**src/rtl/rom_reader.sv**
```systemverilog
// rom_reader: reads `count` consecutive words from a synchronous ROM and streams them on a valid/ready output.
// Latency: first word valid ROM_LATENCY+1 cycles after the start edge; one word per ROM_LATENCY+2 cycles.
// Backpressure: out_data/out_valid hold while out_ready is low and the ROM address does not advance.
// Optional: define ROM_READER_CHECKSUM_EN to add a running XOR checksum of the handshaked words.
module rom_reader #(
    parameter  int WIDTH       = 8,
    parameter  int DEPTH       = 16,
    parameter  int ROM_LATENCY = 1,
    localparam int LOG_DEPTH   = $clog2(DEPTH)
) (
    input  logic                 clk,
    input  logic                 reset,
    input  logic                 start,
    input  logic [LOG_DEPTH-1:0] start_addr,
    input  logic [LOG_DEPTH:0]   count,
    output logic                 busy,
    output logic                 done,
    output logic [LOG_DEPTH-1:0] rom_addr,
    input  logic [WIDTH-1:0]     rom_data,
    output logic [WIDTH-1:0]     out_data,
    output logic                 out_valid,
    input  logic                 out_ready
`ifdef ROM_READER_CHECKSUM_EN
    ,
    output logic [WIDTH-1:0]     checksum
`endif
);

    localparam int WAIT_W = $clog2(ROM_LATENCY + 1) + 1;

    localparam logic [LOG_DEPTH:0]   MAX_COUNT = (LOG_DEPTH + 1)'(DEPTH);
    localparam logic [LOG_DEPTH:0]   ONE_WORD  = (LOG_DEPTH + 1)'(1);
    localparam logic [LOG_DEPTH-1:0] LAST_ADDR = LOG_DEPTH'(DEPTH - 1);
    localparam logic [WAIT_W-1:0]    WAIT_LAST = WAIT_W'(ROM_LATENCY);

    typedef enum logic [1:0] {
        IDLE,
        FETCH,
        PRESENT,
        DONE
    } state_t;

    state_t               state;
    logic [LOG_DEPTH:0]   remaining;
    logic [WAIT_W-1:0]    wait_cnt;
    logic [LOG_DEPTH:0]   count_clamped;
    logic [LOG_DEPTH-1:0] next_addr;
    logic                 handshake;

    // Requests larger than the ROM read every word once rather than re-reading.
    assign count_clamped = (count > MAX_COUNT) ? MAX_COUNT : count;
    // Address advances modulo DEPTH, which also covers non-power-of-two ROMs.
    assign next_addr     = (rom_addr == LAST_ADDR) ? '0 : rom_addr + 1'b1;
    assign handshake     = (state == PRESENT) && out_ready;

    // Burst sequencer: issue address, wait out the ROM latency, present the word, repeat.
    always_ff @(posedge clk or posedge reset) begin
        if (reset) begin
            state     <= IDLE;
            busy      <= 1'b0;
            done      <= 1'b0;
            out_valid <= 1'b0;
            out_data  <= '0;
            rom_addr  <= '0;
            remaining <= '0;
            wait_cnt  <= '0;
        end else begin
            case (state)
                IDLE: begin
                    done <= 1'b0;
                    if (start) begin
                        busy      <= 1'b1;
                        wait_cnt  <= '0;
                        remaining <= count_clamped;
                        if (count_clamped == '0) begin
                            state <= DONE;
                        end else begin
                            rom_addr <= start_addr;
                            state    <= FETCH;
                        end
                    end
                end
                FETCH: begin
                    // The ROM output reflects rom_addr once WAIT_LAST edges have passed.
                    if (wait_cnt == WAIT_LAST) begin
                        out_data  <= rom_data;
                        out_valid <= 1'b1;
                        state     <= PRESENT;
                    end else begin
                        wait_cnt <= wait_cnt + 1'b1;
                    end
                end
                PRESENT: begin
                    if (out_ready) begin
                        out_valid <= 1'b0;
                        remaining <= remaining - 1'b1;
                        if (remaining > ONE_WORD) begin
                            rom_addr <= next_addr;
                            wait_cnt <= '0;
                            state    <= FETCH;
                        end else begin
                            state <= DONE;
                        end
                    end
                end
                DONE: begin
                    // done and the falling busy share the same cycle.
                    done  <= 1'b1;
                    busy  <= 1'b0;
                    state <= IDLE;
                end
                default: begin
                    state <= IDLE;
                end
            endcase
        end
    end

`ifdef ROM_READER_CHECKSUM_EN
    // Running XOR of accepted words; holds its final value until the next accepted start.
    always_ff @(posedge clk or posedge reset) begin
        if (reset) begin
            checksum <= '0;
        end else if ((state == IDLE) && start) begin
            checksum <= '0;
        end else if (handshake) begin
            checksum <= checksum ^ out_data;
        end
    end
`endif

endmodule
```
**config.mk**
```make
export PLATFORM = sky130hd
export DESIGN_NAME = rom_reader
export DESIGN_NICKNAME = d
export VERILOG_FILES = /design/src/rtl/rom_reader.sv
export SDC_FILE = /design/constraint.sdc
export NUM_CORES = 1
export LEC_CHECK = 0
export BUFFER_PORTS_ARGS = -buffer_cell sky130_fd_sc_hd__buf_2
export CORE_ASPECT_RATIO = 0.6
export CORE_MARGIN = 2
export CORE_UTILIZATION = 46
export CTS_CLUSTER_DIAMETER = 80
export DETAILED_ROUTE_END_ITERATION = 10
export GPL_TIMING_DRIVEN = 0
export HOLD_SLACK_MARGIN = 0.1
export PLACE_DENSITY_LB_ADDON = 0.3
export SLEW_MARGIN = 20
export SYNTH_ARGS = -nofsm -noshare
export SYNTH_HDL_FRONTEND = slang
export SYNTH_SLANG_ARGS = --single-unit
```
**constraint.sdc**
```tcl
create_clock -name clk -period 1.8 [get_ports clk]
set_input_delay 0.36 -clock clk [delete_from_list [all_inputs] [get_ports clk]]
set_output_delay 0.36 -clock clk [all_outputs]
set_load 0.02 [all_outputs]
```
==> flow_metrics.tcl <==
set metrics [dict create \
    dp_hpwl_mm 2.19 \
    slew_viol_final 0 \
    synth_nets 158 \
    status "finished, final reports clean" \
    vias 1139 \
    vdd_drop_max_v 0.000810 \
    max_cap_viol_count 0 \
    finalPower_uw 3040 \
    swShare 0.436 \
    synthSimpleGateAreaFrac 0.146 \
    wirelength_mm 3.00 \
    io_pins 36 \
    p_int_uw 1710 \
    clock_latency_ns 0.27 \
    finalClockSkew_ns 0.00658 \
    critPathArrivalTime_ns 1.89 \
    finalCritPeriodShare 0.959 \
    cts.sinks 24 \
    synthAdderAreaFrac 0.0741 \
    yosys_warnings 0 \
    crit_path_start_kind "flip-flop" \
    stdcell_area_mm2 0.00167 \
    hp-class "in2async" \
    portBuffers 35 \
    path_cells "inv_2, ha_4, nor3b_4, nand3_4, and3b_4, mux2_4" \
    powerDensity_mw_per_mm2 1820 \
    rows 15 \
    die-height_um 46.0 \
    drt_iter0_drc 68 \
    core-area_mm2 0.00283 \
    synth_compound_area_frac 0.157 \
    async_flop_share 1.00 \
    synth-xor-area-share 0 \
    drive_above_1_share 0.357 \
    slew_headroom 0.394 \
    pwr-share-comb 0.546 \
    worst-path-max-fanout 7 \
    crit_path_end_kind "flip-flop" \
    synth_cells 129 \
    leakage_uw 0.000804 \
    start_util 0.477 \
    hold_viol_final 0 \
    critPathKind "reg2reg" \
    max_freq_ghz 0.579 \
    grt_pass1_vias 1035 \
    max_stage_delay_ns 0.43 \
    layout_common_cells "36 x buf_2, 24 x dfrtp_1, 13 x inv_1" \
    final_util 0.591 \
    grt_pass1_wl_mm 4.71 \
    synth_mux_area_frac 0.131 \
    synth_edf_count 0 \
    final_cells 213 \
    drt_pass1_iterations 4 \
    antenna_found_initial 0 \
    numCtsBuffers 3 \
    cts_tree "done" \
    grt_usage 0.191 \
    fin_nets 201 \
    die_x_um 74.0 \
    die-area_mm2 0.00340 \
    yosysSeqAreaShare 0.444 \
    grt_max_degree 25 \
    synth_cell_types 33 \
    dpl_cell_area_mm2 0.00158 \
    crit_required_ns 1.97 \
    p_clk_frac 0.123 \
    ys.flop_type "dfrtp_1" \
    power.switching_uw 1330 \
    gp_congestion 0.831 \
    postSynthAreaPerCell_um2 10.5 \
    num_antenna_cells 0 \
    pwr-share-seq 0.331 \
    worstMarginPinSlew_ns 0.908 \
    fin_crit_ns 1.73 \
    critPathBufInv 1 \
    finalSetupViolations 0 \
    mostFrequentLayoutCell "buf_2" \
    place_inst 206 \
    grt_overflow 0 \
    hold_buffers 0 \
    h-tree-depth 1 \
    cp_slowest_cell "dfrtp_1" \
    critPathTopFamily "simple AND/OR/NAND/NOR gates" \
    cts-root-buf "clkbuf_8" \
    synth_top_family_by_area "compound AO/OA/AOI/OAI gates" \
    syn_area_mm2 0.00135 \
    clock_path_buffers 2 \
    drc_errors 0 \
    ys_ff_latch 24 \
    clk_transition_reported_paths_ns 0.09 \
    post_drt_wl_per_cell_um 14.1 \
    area_delta_synth_final_pct 23.9 \
    viasPerCell 5.35 \
    drt.antenna.violating_nets 0 \
]
[what timing repair did]
| item | CTS | global route |
|---|---|---|
| buffers inserted | 1 | 2 |
| endpoints found under the setup margin | 2 | 10 |
| gates resized for setup | 3 | 2 |
[state kept, by name, indices dropped and copies added (netlist names)]
name	count
out_data	8
remaining	5
rom_addr	4
state	2
wait_cnt	2
busy	1
done	1
out_valid	1
[layout make-up]
| class | instances | area, µm² |
|---|---|---|
| multi-input cells | 89 | 703 |
| repair buffers | 38 | 198 |
| inverters | 14 | 52.6 |
| clock buffers | 4 | 55.1 |
| plain buffers | 2 | 12.5 |
| fillers | 247 | 1160 |
| flip-flops and latches | 24 | 601 |
| well taps | 42 | 52.6 |
[cells by family after synthesis]
logic type               Yosys count
AO/OA/AOI/OAI                     33
AND/OR/NAND/NOR                   32
flip-flops                        24
buffers and inverters             16
multiplexers                      16
adder cells (fa/ha/maj)            8
[stage by stage]
stage	hold slack, ns	worst slack, ns	setup TNS [ns]
floorplan	0.375	0.0838	0
global placement	0.482	-0.0573	-0.0573
detailed placement	0.490	-0.100	-0.102
CTS	0.308	0.00661	0
global route	0.304	-0.000373	-0.000373
finish	0.270	0.0736	0
[synthesized netlist by cell type (2+ instances only)]
cell type,count,area (µm²)
a21oi_1,9,45.0
a221oi_1,2,17.5
a31oi_1,5,31.3
and3_1,2,12.5
buf_2,2,10.0
dfrtp_1,24,601
ha_1,8,100
inv_1,14,52.6
mux2_2,10,113
mux2i_1,5,50.1
nand2_1,7,26.3
nand2b_1,3,18.8
nand4_1,2,12.5
nor2_1,6,22.5
nor3_1,3,15.0
o211a_1,2,20.0
o211ai_1,2,15.0
o21ai_0,8,40.0
[power groups by stage]
| stage | Combinational (µW) | Sequential (µW) | Clock, µW |
|---|---|---|---|
| after floorplan | 992 | 1180 | 0 |
| final | 1660 | 1010 | 374 |
| after CTS | 1640 | 1010 | 373 |
| after global placement | 1550 | 990 | 0 |
| after detailed placement | 1590 | 1010 | 0 |
| after global routing | 1840 | 1040 | 407 |
[layer usage]
metal  GRT usage  part of all wire
met1       0.260              0.46
met2       0.291              0.46
met3      0.0597             0.067
met4      0.0618             0.011
met5           0                 0
[final timing paths]
path	startpoint	to	slack, ns	cells past startpoint
max	state[0]	wait_cnt[0]	0.07	6
min	reset	out_valid	0.27	2
max reg2reg	state[0]	wait_cnt[0]	0.07	6
min reg2reg	out_data[7]	out_data[7]	0.50	1
max in group asynchronous	reset	state[1]	0.97	2
min in group clk	rom_data[1]	out_data[1]	0.31	2
Note: power is estimated with default switching activity, not from simulation.
